[src/rtl/bout_scheduler_if.sv]
// Exchange handshake between the bout scheduler and the per-frame action FSM.
// The scheduler side (master) strobes go and holds reset; the action FSM side reports touches.
interface bout_scheduler_if;
   logic sync_valid_in;
   logic fsm_valid_in;
   logic player_scored_in;
   logic opponent_scored_in;
   logic fsm_go_out;
   logic fsm_rst_out;

   modport master (
      input  sync_valid_in,
      input  fsm_valid_in,
      input  player_scored_in,
      input  opponent_scored_in,
      output fsm_go_out,
      output fsm_rst_out
   );

   modport slave (
      output sync_valid_in,
      output fsm_valid_in,
      output player_scored_in,
      output opponent_scored_in,
      input  fsm_go_out,
      input  fsm_rst_out
   );
endinterface

[src/rtl/bout_scheduler.sv]
// Fencing bout controller: countdown, one-exchange-at-a-time gating of the action FSM,
// exchange timeout, touch scoring, pauses and winner declaration. All outputs registered.
module bout_scheduler #(
   parameter int unsigned POINTS_TO_WIN    = 5,
   parameter int unsigned COUNTDOWN_FRAMES = 180,
   parameter int unsigned PAUSE_FRAMES     = 90,
   parameter int unsigned FSM_TIMEOUT      = 16
) (
   input  logic             clk_pixel_in,
   input  logic             rst_n_in,
   input  logic             start_in,
   input  logic             abort_in,
   input  logic             frame_start_in,
   bout_scheduler_if.master fsm_bus,
   output logic [3:0]       player_score_out,
   output logic [3:0]       opponent_score_out,
   output logic [2:0]       phase_out,
   output logic [1:0]       winner_out,
   output logic             double_touch_out,
   output logic             timeout_err_out
);

   localparam int unsigned FRAME_MAX = (COUNTDOWN_FRAMES > PAUSE_FRAMES) ? COUNTDOWN_FRAMES : PAUSE_FRAMES;
   localparam int FRAME_BITS = $clog2(FRAME_MAX + 1);
   localparam int FRAME_W    = (FRAME_BITS < 8) ? 8 : FRAME_BITS;
   localparam int CYC_W      = $clog2(FSM_TIMEOUT + 1);

   localparam logic [FRAME_W-1:0] CD_LAST    = FRAME_W'(COUNTDOWN_FRAMES - 1);
   localparam logic [FRAME_W-1:0] PAUSE_LAST = FRAME_W'(PAUSE_FRAMES - 1);
   localparam logic [CYC_W-1:0]   CYC_LAST   = CYC_W'(FSM_TIMEOUT - 1);
   localparam logic [CYC_W-1:0]   CYC_ONE    = CYC_W'(1);
   localparam logic [FRAME_W-1:0] FRAME_ONE  = FRAME_W'(1);
   localparam logic [3:0]         WIN_SCORE  = 4'(POINTS_TO_WIN);

   localparam logic [1:0] WIN_NONE   = 2'b00;
   localparam logic [1:0] WIN_PLAYER = 2'b01;
   localparam logic [1:0] WIN_OPP    = 2'b10;

   typedef enum logic [2:0] {
      ST_IDLE      = 3'd0,
      ST_COUNTDOWN = 3'd1,
      ST_WAIT_SYNC = 3'd2,
      ST_WAIT_FSM  = 3'd3,
      ST_PAUSE     = 3'd4,
      ST_DONE      = 3'd5
   } state_t;

   state_t             state_r, state_s;
   logic [FRAME_W-1:0] frame_cnt_r, frame_cnt_s;
   logic [CYC_W-1:0]   cyc_cnt_r, cyc_cnt_s;
   logic [3:0]         player_score_r, player_score_s;
   logic [3:0]         opponent_score_r, opponent_score_s;
   logic [1:0]         winner_r, winner_s;
   logic               go_r, go_s;
   logic               fsm_rst_r, fsm_rst_s;
   logic               double_r, double_s;
   logic               timeout_err_r, timeout_err_s;
   logic [3:0]         player_inc_s;
   logic [3:0]         opponent_inc_s;

   // Saturating score increment; a score never passes the winning total.
   function automatic logic [3:0] score_inc(input logic [3:0] score);
      logic [3:0] result;
      if (score >= WIN_SCORE) begin
         result = WIN_SCORE;
      end else begin
         result = score + 4'd1;
      end
      return result;
   endfunction

   assign player_inc_s   = score_inc(player_score_r);
   assign opponent_inc_s = score_inc(opponent_score_r);

   // Next-state and next-output logic; abort overrides every other transition.
   always_comb begin
      state_s          = state_r;
      frame_cnt_s      = frame_cnt_r;
      cyc_cnt_s        = cyc_cnt_r;
      player_score_s   = player_score_r;
      opponent_score_s = opponent_score_r;
      winner_s         = winner_r;
      timeout_err_s    = timeout_err_r;
      go_s             = 1'b0;
      double_s         = 1'b0;

      if (abort_in) begin
         state_s = ST_IDLE;
      end else begin
         case (state_r)
            ST_IDLE, ST_DONE: begin
               if (start_in) begin
                  player_score_s   = 4'd0;
                  opponent_score_s = 4'd0;
                  winner_s         = WIN_NONE;
                  timeout_err_s    = 1'b0;
                  frame_cnt_s      = {FRAME_W{1'b0}};
                  state_s          = ST_COUNTDOWN;
               end else begin
                  state_s = state_r;
               end
            end

            ST_COUNTDOWN: begin
               if (frame_start_in) begin
                  frame_cnt_s = frame_cnt_r + FRAME_ONE;
                  if (frame_cnt_r == CD_LAST) begin
                     state_s = ST_WAIT_SYNC;
                  end else begin
                     state_s = ST_COUNTDOWN;
                  end
               end else begin
                  state_s = ST_COUNTDOWN;
               end
            end

            ST_WAIT_SYNC: begin
               if (fsm_bus.sync_valid_in) begin
                  go_s      = 1'b1;
                  cyc_cnt_s = {CYC_W{1'b0}};
                  state_s   = ST_WAIT_FSM;
               end else begin
                  state_s = ST_WAIT_SYNC;
               end
            end

            ST_WAIT_FSM: begin
               cyc_cnt_s = cyc_cnt_r + CYC_ONE;
               // A valid result in the expiry cycle beats the timeout.
               if (fsm_bus.fsm_valid_in) begin
                  case ({fsm_bus.player_scored_in, fsm_bus.opponent_scored_in})
                     2'b10: begin
                        player_score_s = player_inc_s;
                        if (player_inc_s == WIN_SCORE) begin
                           winner_s = WIN_PLAYER;
                           state_s  = ST_DONE;
                        end else begin
                           frame_cnt_s = {FRAME_W{1'b0}};
                           state_s     = ST_PAUSE;
                        end
                     end
                     2'b01: begin
                        opponent_score_s = opponent_inc_s;
                        if (opponent_inc_s == WIN_SCORE) begin
                           winner_s = WIN_OPP;
                           state_s  = ST_DONE;
                        end else begin
                           frame_cnt_s = {FRAME_W{1'b0}};
                           state_s     = ST_PAUSE;
                        end
                     end
                     2'b11: begin
                        double_s    = 1'b1;
                        frame_cnt_s = {FRAME_W{1'b0}};
                        state_s     = ST_PAUSE;
                     end
                     default: begin
                        state_s = ST_WAIT_SYNC;
                     end
                  endcase
               end else if (cyc_cnt_r == CYC_LAST) begin
                  timeout_err_s = 1'b1;
                  state_s       = ST_WAIT_SYNC;
               end else begin
                  state_s = ST_WAIT_FSM;
               end
            end

            ST_PAUSE: begin
               if (frame_start_in) begin
                  frame_cnt_s = frame_cnt_r + FRAME_ONE;
                  if (frame_cnt_r == PAUSE_LAST) begin
                     state_s = ST_WAIT_SYNC;
                  end else begin
                     state_s = ST_PAUSE;
                  end
               end else begin
                  state_s = ST_PAUSE;
               end
            end

            default: begin
               state_s = ST_IDLE;
            end
         endcase
      end

      // The action FSM runs only while an exchange may be in progress.
      fsm_rst_s = (state_s != ST_WAIT_SYNC) && (state_s != ST_WAIT_FSM);
   end

   // State register.
   always_ff @(posedge clk_pixel_in) begin
      if (!rst_n_in) begin
         state_r <= ST_IDLE;
      end else begin
         state_r <= state_s;
      end
   end

   // Counters, scores and registered output strobes.
   always_ff @(posedge clk_pixel_in) begin
      if (!rst_n_in) begin
         frame_cnt_r      <= {FRAME_W{1'b0}};
         cyc_cnt_r        <= {CYC_W{1'b0}};
         player_score_r   <= 4'd0;
         opponent_score_r <= 4'd0;
         winner_r         <= WIN_NONE;
         timeout_err_r    <= 1'b0;
         go_r             <= 1'b0;
         double_r         <= 1'b0;
         fsm_rst_r        <= 1'b1;
      end else begin
         frame_cnt_r      <= frame_cnt_s;
         cyc_cnt_r        <= cyc_cnt_s;
         player_score_r   <= player_score_s;
         opponent_score_r <= opponent_score_s;
         winner_r         <= winner_s;
         timeout_err_r    <= timeout_err_s;
         go_r             <= go_s;
         double_r         <= double_s;
         fsm_rst_r        <= fsm_rst_s;
      end
   end

   assign phase_out          = state_r;
   assign player_score_out   = player_score_r;
   assign opponent_score_out = opponent_score_r;
   assign winner_out         = winner_r;
   assign double_touch_out   = double_r;
   assign timeout_err_out    = timeout_err_r;
   assign fsm_bus.fsm_go_out  = go_r;
   assign fsm_bus.fsm_rst_out = fsm_rst_r;

endmodule
[src/flat_wrapper.sv]
// flat-port wrapper written by rule: the top's interface ports become plain ports
module bout_scheduler_flat 
#(
   parameter int unsigned POINTS_TO_WIN    = 5,
   parameter int unsigned COUNTDOWN_FRAMES = 180,
   parameter int unsigned PAUSE_FRAMES     = 90,
   parameter int unsigned FSM_TIMEOUT      = 16
)
  (clk_pixel_in, rst_n_in, start_in, abort_in, frame_start_in, player_score_out, opponent_score_out, phase_out, winner_out, double_touch_out, timeout_err_out, fsm_bus_sync_valid_in, fsm_bus_fsm_valid_in, fsm_bus_player_scored_in, fsm_bus_opponent_scored_in, fsm_bus_fsm_go_out, fsm_bus_fsm_rst_out);
  bout_scheduler_if fsm_bus_i ();
  input  logic clk_pixel_in;
  input  logic rst_n_in;
  input  logic start_in;
  input  logic abort_in;
  input  logic frame_start_in;
  output logic [3:0] player_score_out;
  output logic [3:0] opponent_score_out;
  output logic [2:0] phase_out;
  output logic [1:0] winner_out;
  output logic double_touch_out;
  output logic timeout_err_out;
  input wire logic [$bits(fsm_bus_i.sync_valid_in)-1:0] fsm_bus_sync_valid_in;
  input wire logic [$bits(fsm_bus_i.fsm_valid_in)-1:0] fsm_bus_fsm_valid_in;
  input wire logic [$bits(fsm_bus_i.player_scored_in)-1:0] fsm_bus_player_scored_in;
  input wire logic [$bits(fsm_bus_i.opponent_scored_in)-1:0] fsm_bus_opponent_scored_in;
  output wire logic [$bits(fsm_bus_i.fsm_go_out)-1:0] fsm_bus_fsm_go_out;
  output wire logic [$bits(fsm_bus_i.fsm_rst_out)-1:0] fsm_bus_fsm_rst_out;
  assign fsm_bus_i.sync_valid_in = fsm_bus_sync_valid_in;
  assign fsm_bus_i.fsm_valid_in = fsm_bus_fsm_valid_in;
  assign fsm_bus_i.player_scored_in = fsm_bus_player_scored_in;
  assign fsm_bus_i.opponent_scored_in = fsm_bus_opponent_scored_in;
  assign fsm_bus_fsm_go_out = fsm_bus_i.fsm_go_out;
  assign fsm_bus_fsm_rst_out = fsm_bus_i.fsm_rst_out;
  bout_scheduler #(.POINTS_TO_WIN(POINTS_TO_WIN), .COUNTDOWN_FRAMES(COUNTDOWN_FRAMES), .PAUSE_FRAMES(PAUSE_FRAMES), .FSM_TIMEOUT(FSM_TIMEOUT)) u_core (.clk_pixel_in(clk_pixel_in), .rst_n_in(rst_n_in), .start_in(start_in), .abort_in(abort_in), .frame_start_in(frame_start_in), .fsm_bus(fsm_bus_i), .player_score_out(player_score_out), .opponent_score_out(opponent_score_out), .phase_out(phase_out), .winner_out(winner_out), .double_touch_out(double_touch_out), .timeout_err_out(timeout_err_out));
endmodule
[config.mk]
export PLATFORM = sky130hd
export DESIGN_NAME = bout_scheduler_flat
export DESIGN_NICKNAME = d
export VERILOG_FILES = /design/src/rtl/bout_scheduler_if.sv /design/src/rtl/bout_scheduler.sv /design/src/flat_wrapper.sv
export SDC_FILE = /design/constraint.sdc
export NUM_CORES = 1
export LEC_CHECK = 0
export ABC_CLOCK_PERIOD_IN_PS = 1950
export BUFFER_PORTS_ARGS = -buffer_cell sky130_fd_sc_hd__buf_4
export CORE_ASPECT_RATIO = 0.7
export CORE_MARGIN = 5
export CORE_UTILIZATION = 45
export DETAILED_ROUTE_END_ITERATION = 10
export HOLD_SLACK_MARGIN = 0.02
export PLACE_DENSITY_LB_ADDON = 0.05
export SLEW_MARGIN = 0
export SYNTH_ARGS = -nofsm -noshare
export SYNTH_HDL_FRONTEND = slang
export SYNTH_SLANG_ARGS = --single-unit
[constraint.sdc]
create_clock -name clk_pixel_in -period 1.95 [get_ports clk_pixel_in]
set_clock_uncertainty 0.2 [all_clocks]
set_input_delay 0 -clock clk_pixel_in [delete_from_list [all_inputs] [get_ports clk_pixel_in]]
set_output_delay 0 -clock clk_pixel_in [all_outputs]
set_load 0.01 [all_outputs]
* Word-level counts from Yosys, hierarchy flattened *
Cells that the tools add are included.
W data, S select, Z words.

operators by class
  add/subtract/negate cells = 4
  magnitude comparators = 2
  eq/ne operators = 29
  muxes and demuxes = 43
  bitwise gates (word level) = 5
  reduce and logical (&&, ||, !) cells = 15

operator list
  operator               count
  $pmux W8 S3            2
  $mux W8                5
  $mux W4                7
  $pmux W4 S2            2
  $mux W3                5
  $pmux W3 S5            1
  $reduce_and A5 Y1      3
  $mux W2                6
  $ne A2 B2 Y1 const B   6
  $ne A3 B2 Y1 const B   4
  $pmux W5 S2            1
  $mux W1                9
  $ne A3 B3 Y1 const B   3
  $pmux W3 S3            1
  $add A4 B1 Y4 const B  2
  $add A8 B1 Y8 const B  1
  $eq A4 B3 Y1 const B   2
  $eq A8 B7 Y1 const B   1
  $eq A8 B8 Y1 const B   1
  $ge A4 B3 Y1 const B   2
  $pmux W2 S2            2
  $reduce_and A8 Y1      1
  $reduce_and A7 Y1      1
  $eq A3 B2 Y1 const B   2
  19 further kinds       28

word-level totals
  register bits after elaboration = 30
  input bits = 9
  output and inout bits = 17
  word-level logic and storage cells = 108

* Longest topological paths before layout *
Gate-level depths: netlist of run 1.

  word-level depth = 10
  mapped depth = 7
  mapped depth without buffers = 7

* Worst setup path after synthesis of run 1 *
Ideal clock, no wire load.

  path kind = reg2reg
  start point = reg u_core.opponent_score_r[1], in the netlist u_core.opponent_score_out[1]
  end point = reg u_core.frame_cnt_r[2]
  library setup time = 0.119 ns
  data arrival time = 1.900 ns
  data required time = 1.631 ns
  slack = -0.269 ns
  cell stages (with the launch flop) = 8
  buffers on the path = 0
  clock period less this slack = 2.219 ns
  path through = dfxtp_1 > inv_1 > ha_1 > or2b_1 > a221oi_2 > o22ai_2 > a311o_1 > o221a_2

between the ends
  longest elaborated chain between the ends = 5
  elaborated cells between the ends (all ways) = 6
  those cells by class = add/sub: 1; order compare: 1; eq/ne: 2; mux: 1; reduce/logical: 1

RTL lines
  element                                        RTL line                                    text
  start: declaration                             bout_scheduler.sv:52                        logic [3:0] opponent_score_r, opponent_score_s;
  start signal: assignment                       bout_scheduler.sv:217                       opponent_score_r <= opponent_score_s;
  $add A4 B1 Y4 or $ge A4 B3 Y1 (tied branches)  bout_scheduler.sv:67, bout_scheduler.sv:64
  $mux W4 (*)                                    bout_scheduler.sv:64                        if (score >= WIN_SCORE) begin
  $eq A4 B3 Y1 (*)                               bout_scheduler.sv:144                       if (opponent_inc_s == WIN_SCORE) begin
  $ne A3 B3 Y1 (no source line) (*)              n/a
  $reduce_and A8 Y1 (no source line) (*)         n/a
  end signal: assignment                         bout_scheduler.sv:204                       frame_cnt_r <= {FRAME_W{1'b0}};
  end signal: assignment                         bout_scheduler.sv:214                       frame_cnt_r <= frame_cnt_s;
  end: declaration                               bout_scheduler.sv:49                        logic [FRAME_W-1:0] frame_cnt_r, frame_cnt_s;

Mark *: on every way between the ends. The rest lies on a longest branch, timed or not.
A chain may end at the register's enable or synchronous reset.

* Worst setup path after layout of run 1 *
  start point = reg u_core.opponent_score_r[1], in the netlist u_core.opponent_score_out[1]
  end point = reg u_core.frame_cnt_r[1]

Same word-level chain as after synthesis.

==> flow_metrics.tcl, run 1 <==
set metrics [dict create \
    synth_top_area_cell "dfxtp_1" \
    synth_area_per_cell_um2 8.40 \
    failed_checks "setup timing" \
    diodes 0 \
    cell_internal_pwr_mw 0.913 \
    synth_nets 240 \
    ios 26 \
    hold_viol 0 \
    final_cell_mix "buf_4 (50), dfxtp_1 (26), nor2_1 (21)" \
    min_period_over_period_pct 109 \
    n_fill_cell 330 \
    setup_violations 9 \
    floorplan.rows 19 \
    drc_errors 0 \
    final_util_pct 63.5 \
    worstPathCellList "inv_4, ha_4, or2b_1, a221oi_2, o22ai_2, a311oi_4, buf_6, mux2i_1" \
    max_freq_mhz 469 \
    synth_area_leaders "dfxtp_1 (33%), ha_1 (9.6%), nor2_1 (5.2%)" \
    clock_path_buffers 2 \
    critPathBufInv 2 \
    final_common_cell "buf_4" \
    critPathKind "reg -> reg" \
    fp.dieW_um 86.1 \
    syn_area_mm2 0.00182 \
    grt_pass1_wl_mm 8.05 \
    vias 1803 \
    totalWireLength_mm 4.87 \
    place_ws_ns -0.199 \
    finalMaxSlewViolations 0 \
    cp-start-kind "register" \
    crit_path_end_kind "register" \
    die_area_mm2 0.00544 \
    final_area_mm2 0.00249 \
    combinationalPowerShare_pct 10.4 \
    slew_headroom_pct 61.8 \
    worst-path-max-fanout 6 \
    switchingPower_mw 0.287 \
    p_total_mw 1.20 \
    min-delay-path-class "in -> reg" \
    cts.sinks 30 \
    cts_root_buf "clkbuf_8" \
    ys_seq_area_share_pct 33.0 \
    drt_iter0_markers 126 \
    via_per_inst 5.48 \
    critPathRequiredTime_ns 1.95 \
    clock_latency_ns 0.28 \
    grt_use_total_pct 18.7 \
    numCtsBuffers 5 \
    start_util_pct 46.4 \
    syn_inst 217 \
    min_from "frame_start_in" \
    cts_tree "yes" \
    finalSetupTns_ns -1.16 \
    ant_nets 0 \
    crit_cells 8 \
    grt_overflow 0 \
    dr.pass1.iters 5 \
    drive_gt1_share_pct 30.7 \
    final_net_count 300 \
    h-tree-depth 2 \
    place_area_mm2 0.00223 \
    tightest_slew_ns 0.567 \
    antenna_found_initial 0 \
    fin_ws_ns -0.182 \
    core_region_area_mm2 0.00392 \
    reg2reg_from "u_core.opponent_score_out[1]" \
    async_flop_share_pct 0 \
    finalWeightedCongestion 0.828 \
    hold_depth 4 \
    ys_ff_latch 30 \
    swShare_pct 23.9 \
    dp_hpwl_mm 3.62 \
    p_seq_share_pct 51.1 \
    synth_top_area_share_pct 33.0 \
    drv_cap 0 \
    worstPathArrival_ns 2.13 \
    syn_to_final_growth_pct 36.8 \
    grt_pass1_vias 1638 \
    slowest_stage "dfxtp_4" \
    port_buffers 25 \
    rsz0062_at_grt "true" \
    status "complete, but fails checks" \
    die_h_um 63.2 \
    yosysWarnings 0 \
    crit_start "u_core.opponent_score_out[1]" \
    avgRoutedWirePerCell_um 14.8 \
    cp_top_family "compound AO/OA/AOI/OAI gates" \
    synth_edf_count 0 \
    slowest_delay_ns 0.36 \
    p_clk_share_pct 38.4 \
    vdd_ir_drop_max_mv 0.334 \
    min_period_ns 2.13 \
    ys_types 52 \
    r2r_cells 8 \
    power.density_mw_per_mm2 481 \
    clk_pin_slew_ns 0.06 \
    grt_max_degree 14 \
    synthFlopType "dfxtp_1" \
    leakage_nw 1.01 \
]
[through the flow]
| stage | cells | hold slack (ns) |
|---|---|---|
| 6_report | 329 | 0.0552 |
| 5_1_grt | 329 | 0.0774 |
| 4_1_cts | 329 | 0.0293 |
| 3_5_place_dp | 312 | 0.128 |
| 3_3_place_gp | 312 | 0.142 |
| 2_1_floorplan | 217 | -0.0421 |
[cell type report]
type,count,area [um^2],share of cell area (%)
clock buffer,7,76.3,3.06
tap,52,65.1,2.61
inverter,16,65.1,2.61
multi-input combinational,166,1220,48.9
timing repair buffer,58,457,18.3
sequential,30,611,24.5
[what timing repair did]
| action | 4_1_cts | 5_1_grt |
|---|---|---|
| endpoints found under the hold margin | 19 | 0 |
| setup buffers | 4 | 0 |
| endpoints found under the setup margin | 10 | 11 |
| gates resized for setup | 8 | 10 |
| pin swaps | 6 | 3 |
| hold buffers | 7 | 0 |
[state kept, by name, indices dropped and copies added (netlist names)]
name	flops
u_core.opponent_score_out	4
u_core.fsm_bus.fsm_go_out	1
u_core.winner_out	2
u_core.frame_cnt_r	8
u_core.phase_out	3
u_core.player_score_out	4
u_core.cyc_cnt_r	5
u_core.timeout_err_out	1
u_core.double_touch_out	1
u_core.fsm_bus.fsm_rst_out	1
[worst paths after layout]
check                                             end  slack, ns
worst max-delay path            u_core.frame_cnt_r[1]      -0.18
worst min register to register    u_core.cyc_cnt_r[4]       0.30
worst max register to register  u_core.frame_cnt_r[1]      -0.18
worst min-delay path            u_core.frame_cnt_r[0]       0.06
[logic make-up (layout without fill, tap and decap cells)]
family / count (synthesis) / after routing / share of synthesized area [%]
XOR/XNOR: 5 / 5 / 2.40
buffers and inverters: 21 / 81 / 4.67
AO/OA/AOI/OAI: 56 / 56 / 23.7
multiplexers: 2 / 2 / 1.10
adder cells (fa/ha/maj): 14 / 14 / 9.62
AND/OR/NAND/NOR: 89 / 89 / 25.5
flip-flops: 30 / 30 / 33.0
[power by group through the flow]
| stage | Sequential [mW] | Combinational (mW) | Clock [mW] |
|---|---|---|---|
| after floorplan | 0.628 | 0.0567 | 0 |
| after CTS | 0.613 | 0.120 | 0.480 |
| final | 0.613 | 0.125 | 0.461 |
| after detailed placement | 0.628 | 0.106 | 0 |
| after global routing | 0.613 | 0.134 | 0.509 |
| after global placement | 0.628 | 0.106 | 0 |
[per-layer routing]
layer  track usage (%)  vias to the layer above  part of all wire, %
li1                  -                      913                    -
met1              29.5                      836                   53
met2              23.8                       46                   39
met3              4.82                        8                  6.2
met4              5.73                        0                  1.1
met5                 0                        -                    0
[worst reg2reg max path, delay by kind of cell, from the launching register on]
family,cells,cell delay (ns)
buf+inv,2,0.22
mux,1,0.20
flops,1,0.36
simple gates,1,0.24
compound gates,3,0.70
fa+ha+maj,1,0.15
[cell usage after synthesis (all sizes together) (2+ instances only)]
library cell  count
xor2              5
a221oi            3
nand4             2
a21oi            10
nand2b            5
o21ai            11
a211oi            2
buf               3
o221a             2
mux2i             2
nand3             6
dfxtp            30
nand3b            2
inv              16
ha               14
nor2             25
o22ai             2
clkbuf            2
or2               2
a22oi             5
nor3              5
a311oi            3
o31a              2
and4              4
and3              4
a31oi             5
a211o             2
and2              2
a32oi             2
and3b             2
nand2            20
nor2b             4
o221ai            2
Note: power is estimated with default switching activity, not from simulation.
==> run 2, diff against run 1 <==
--- a/config.mk
+++ b/config.mk
@@ -7,12 +7,13 @@
 export LEC_CHECK = 0
 export ABC_CLOCK_PERIOD_IN_PS = 1950
 export BUFFER_PORTS_ARGS = -buffer_cell sky130_fd_sc_hd__buf_4
+export CAP_MARGIN = 20
 export CORE_ASPECT_RATIO = 0.7
 export CORE_MARGIN = 5
 export CORE_UTILIZATION = 45
 export DETAILED_ROUTE_END_ITERATION = 10
 export HOLD_SLACK_MARGIN = 0.02
-export PLACE_DENSITY_LB_ADDON = 0.05
+export PLACE_DENSITY = 0.72
 export SLEW_MARGIN = 0
 export SYNTH_ARGS = -nofsm -noshare
 export SYNTH_HDL_FRONTEND = slang
==> flow_metrics.tcl, run 2 (synthesis gave the netlist of run 1 again) <==
set metrics [dict create \
    drt_iter0_markers 143 \
    ios 26 \
    fp.dieW_um 86.1 \
    min-delay-path-class "in -> reg" \
    failed_checks "setup timing" \
    place_area_mm2 0.00219 \
    cts.sinks 30 \
    final_common_cell "buf_4" \
    h-tree-depth 2 \
    grt_overflow 0 \
    hold_viol 0 \
    status "complete, but fails checks" \
    critPathKind "reg -> reg" \
    grt_max_degree 18 \
    setup_violations 10 \
    die_h_um 63.2 \
    top_layer "met4" \
    regMostFlops "u_core.frame_cnt_r" \
    vdd_ir_drop_max_mv 0.443 \
    reg.largest.list "u_core.frame_cnt_r (8), u_core.cyc_cnt_r (5)" \
    wl_met1_mm 2.41 \
    final_cell_mix "buf_4 (47), dfxtp_1 (24), nor2_1 (23)" \
    grt_use_total_pct 18.8 \
    worstPathArrival_ns 2.21 \
    grt_pass1_vias 1768 \
    cp-start-kind "register" \
    fin_ws_ns -0.270 \
    met2_length_mm 2.19 \
    start_util_pct 46.4 \
    met3_wirelength_um 335 \
    grt_pass1_wl_mm 8.09 \
    max_freq_mhz 450 \
    min_from "frame_start_in" \
    diodes 0 \
    drc_errors 0 \
    fin_cells 327 \
    clk_pin_slew_ns 0.07 \
    finalSetupTns_ns -2.04 \
    crit_path_end_kind "register" \
    slowest_delay_ns 0.38 \
    die_area_mm2 0.00544 \
    drv_cap 0 \
    antenna_found_initial 0 \
    numCtsBuffers 5 \
    leakage_nw 1.02 \
    final_net_count 297 \
    syn_to_final_growth_pct 40.6 \
    min_period_over_period_pct 114 \
    clock_path_buffers 2 \
    final_util_pct 65.3 \
    via_per_inst 5.66 \
    core_region_area_mm2 0.00392 \
    clock_latency_ns 0.30 \
    reg2reg_from "u_core.opponent_score_out[0]" \
    rsz0062_at_grt "true" \
    ant_nets 0 \
    vias 1851 \
    floorplan.rows 19 \
    dr.pass1.iters 4 \
    critPathRequiredTime_ns 1.94 \
    min_period_ns 2.22 \
    slowest_stage "dfxtp_4" \
    worstPathCellList "inv_4, ha_4, or2b_1, a221oi_2, o22ai_2, a311o_1, o221a_2" \
    finalMaxSlewViolations 0 \
    place_inst 307 \
    final_area_mm2 0.00256 \
    n_fill_cell 316 \
    power.density_mw_per_mm2 538 \
    drive_gt1_share_pct 34.2 \
    crit_start "u_core.opponent_score_out[0]" \
    slew_headroom_pct 57.6 \
    totalWireLength_mm 5.02 \
    dp_hpwl_mm 3.37 \
    tightest_slew_ns 0.635 \
    avgRoutedWirePerCell_um 15.3 \
    port_buffers 25 \
    cts_root_buf "clkbuf_8" \
    finalWeightedCongestion 0.893 \
    worst-path-max-fanout 6 \
    largest_register_ffs 8 \
    cts_tree "yes" \
]
[run 2: cell types whose count changed in the layout (fill, tap and decap cells not counted), moves of 2 or more]
| cell | before | now |
|---|---|---|
| xor2_2 | 0 | 2 |
| clkbuf_1 | 2 | 0 |
| dfxtp_1 | 26 | 24 |
| clkinv_2 | 0 | 2 |
| ha_1 | 12 | 10 |
| o21ai_1 | 0 | 2 |
| nor2_1 | 21 | 23 |
| buf_4 | 50 | 47 |
| xor2_1 | 5 | 3 |
| nor2_2 | 4 | 1 |
| o21ai_0 | 11 | 9 |
[run 2: timing repair]
action	4_1_cts	5_1_grt
hold endpoints to repair	19	0
gates resized for setup	18	13
buffers inserted	3	3
pin swaps	9	5
hold buffers	7	0
setup endpoints to repair	17	20
[run 2: final timing paths]
path	slack (ns)	to	cells after the start
worst max-delay path	-0.27	u_core.frame_cnt_r[3]	7
worst min-delay path	0.07	u_core.frame_cnt_r[0]	4
worst min register to register	0.30	u_core.cyc_cnt_r[4]	2
worst max register to register	-0.27	u_core.frame_cnt_r[3]	7
[run 2: layer usage]
metal	vias to the layer above	global-route usage, %
met5	-	0
met4	0	8.50
met3	8	5.60
met2	57	27.0
met1	882	25.7
li1	904	-
[run 2: where the power goes]
group	total [mW]	internal (mW)	leakage (nW)	switching, mW
Clock	0.642	0.376	0.0579	0.266
Combinational	0.124	0.0549	0.718	0.0688
Sequential	0.613	0.610	0.246	0.00269
Total	1.38	1.04	1.02	0.338
[run 2: layout make-up]
type / instances / area, um^2 / area share [%]
Tap cell: 52 / 65.1 / 2.54
Inverter: 16 / 65.1 / 2.54
Clock buffer: 5 / 68.8 / 2.69
Sequential cell: 30 / 616 / 24.0
Clock inverter: 3 / 40.0 / 1.56
Timing Repair Buffer: 55 / 434 / 17.0
Multi-Input combinational cell: 166 / 1270 / 49.7
[run 2: stage by stage]
stage	hold slack [ns]	setup slack, ns	total power, mW
2_1_floorplan	-0.0421	-0.110	0.685
5_1_grt	0.0822	-0.328	1.42
6_report	0.0702	-0.270	1.38
4_1_cts	0.0549	-0.204	1.37
3_5_place_dp	0.108	-0.208	0.730
3_3_place_gp	0.116	-0.160	0.729
[run 2: critical path, delay by kind of cell (launching register included)]
family          cells  cell delay, ns
compound gates      4            1.07
fa+ha+maj           1            0.13
buf+inv             1            0.06
flops               1            0.38
simple gates        1            0.27
==> run 3, diff against run 2 <==
==> constraint.sdc (replaced) <==
create_clock -name clk_pixel_in -period 1.95 [get_ports clk_pixel_in]
set_clock_uncertainty 0.2 [all_clocks]
set_input_delay 0 -clock clk_pixel_in [delete_from_list [all_inputs] [get_ports clk_pixel_in]]
set_output_delay 0 -clock clk_pixel_in [all_outputs]
set_load 0.1 [all_outputs]
==> flow_metrics.tcl, run 3 (synthesis gave the netlist of run 1 again) <==
set metrics [dict create \
    setup_violations 10 \
    power.density_mw_per_mm2 507 \
    fp.dieW_um 86.1 \
    die_area_mm2 0.00544 \
    min_to "u_core.frame_cnt_r[0]" \
    slew_headroom_pct 67.3 \
    grt_overflow 0 \
    min-delay-path-class "in -> reg" \
    vdd_ir_drop_max_mv 0.467 \
    dp_hpwl_mm 3.56 \
    drv_cap 0 \
    grt_max_degree 14 \
    die_h_um 63.2 \
    numCtsBuffers 5 \
    place_ws_ns -0.265 \
    min_period_over_period_pct 112 \
    regMostFlops "u_core.frame_cnt_r" \
    finalSetupTns_ns -1.76 \
    worst-path-max-fanout 3 \
    reg.largest.list "u_core.frame_cnt_r (8), u_core.cyc_cnt_r (5)" \
    critPathKind "reg -> reg" \
    multi_input_area_mm2 0.00127 \
    finalMaxSlewViolations 0 \
    drt_iter0_markers 255 \
    reg2reg_from "u_core.opponent_score_out[1]" \
    core_region_area_mm2 0.00392 \
    min_from "frame_start_in" \
    status "complete, but fails checks" \
    hold_depth 4 \
    failed_checks "setup timing" \
    cp-start-kind "register" \
    antenna_found_initial 0 \
    r2r-end "u_core.frame_cnt_r[3]" \
    worstPathArrival_ns 2.17 \
    fin_ws_ns -0.239 \
    drive_gt1_share_pct 35.5 \
    cts_tree "yes" \
    cts_root_buf "clkbuf_8" \
    reg2reg_slack_ns -0.24 \
    grt_use_total_pct 18.5 \
    final_net_count 301 \
    dr.pass1.iters 5 \
    avgRoutedWirePerCell_um 14.3 \
    final_cell_mix "buf_4 (51), nor2_1 (22), dfxtp_1 (21)" \
    floorplan.rows 19 \
    ios 26 \
    hold_viol 0 \
    h-tree-depth 2 \
    ant_nets 0 \
    grt_pass1_vias 1726 \
    cts.sinks 30 \
    finalWeightedCongestion 0.841 \
    rsz0062_at_grt "true" \
    n_fill_cell 314 \
    critPathRequiredTime_ns 1.93 \
    regArea_um2 629 \
    leakage_nw 1.04 \
    start_util_pct 46.4 \
    largest_register_ffs 8 \
    totalWireLength_mm 4.74 \
    via_per_inst 5.56 \
    port_buffers 25 \
    vias 1842 \
    clock_latency_ns 0.29 \
    grt_pass1_wl_mm 8.03 \
    final_common_cell "buf_4" \
    r2r_cells 7 \
    tightest_slew_ns 0.486 \
    drc_errors 0 \
    min_period_ns 2.19 \
    clk_pin_slew_ns 0.07 \
    crit_path_end_kind "register" \
    max_freq_mhz 457 \
    syn_to_final_growth_pct 42.6 \
    diodes 0 \
    clock_path_buffers 2 \
]
[run 3: cell count changes in the layout (fill, tap and decap cells not counted), sizes merged]
cell,delta
buf,+4
clkbuf,+1
bufinv,-1
[run 3: worst max path at each step]
stage,from,end,slack (ns)
after floorplan,u_core.opponent_score_out[1],u_core.frame_cnt_r[2],-0.33
after global placement,u_core.opponent_score_out[0],u_core.frame_cnt_r[7],-0.17
after detailed placement,u_core.opponent_score_out[0],u_core.frame_cnt_r[1],-0.26
after CTS,u_core.opponent_score_out[1],u_core.frame_cnt_r[1],-0.25
after global routing,u_core.opponent_score_out[0],u_core.frame_cnt_r[1],-0.31
final,u_core.opponent_score_out[1],u_core.frame_cnt_r[3],-0.24
[run 3: per-stage QoR]
| step | instance area, um^2 | utilization [%] | cells | total power [mW] | hold WS [ns] |
|---|---|---|---|---|---|
| final | 2600 | 66.2 | 331 | 1.32 | 0.0407 |
| after global routing | 2600 | 66.2 | 331 | 1.38 | 0.0717 |
| after CTS | 2570 | 65.6 | 330 | 1.32 | 0.0319 |
| after detailed placement | 2280 | 58.1 | 310 | 0.736 | 0.123 |
| after global placement | 2280 | 58.1 | 310 | 0.736 | 0.134 |
| after floorplan | 1910 | - | 217 | 0.691 | -0.0421 |
[run 3: critical path, cell delays in order, from the launching register on]
cell and delay (ns):
dfxtp_4 0.36, buf_4 0.13, ha_2 0.19, xor2_2 0.15, a221oi_2 0.32, o22ai_2 0.18, a311o_1 0.31, o221a_2 0.24
[run 3: final cells by class]
cell class / count / share of cell area (%)
sequential: 30 / 24.2
clock buffer: 6 / 3.61
clock inverter: 2 / 0.385
timing repair buffer: 59 / 17.9
tap: 52 / 2.50
inverter: 16 / 2.50
multi-input combinational: 166 / 48.9
[run 3: repair_timing]
item                                   in CTS  in global routing
setup endpoints to repair                  10                 18
resized for setup                          14                  6
buffers inserted                            5                  3
endpoints found under the hold margin      19                  0
hold buffers                                7                  0
pin swaps                                   8                  6
[run 3: where the power goes]
part           total (mW)  internal [mW]  switching (mW)
Combinational       0.137         0.0605          0.0765
Clock               0.572          0.324           0.248
Sequential          0.608          0.605         0.00309
Total                1.32          0.989           0.328
[run 3: per-layer routing]
metal | wire length [um] | share of wire [%] | GRT usage, %
met4 | 38 | 0.80 | 3.95
met5 | 0 | 0 | 0
met3 | 365 | 7.7 | 6.38
met2 | 2060 | 43 | 27.0
met1 | 2280 | 48 | 26.2
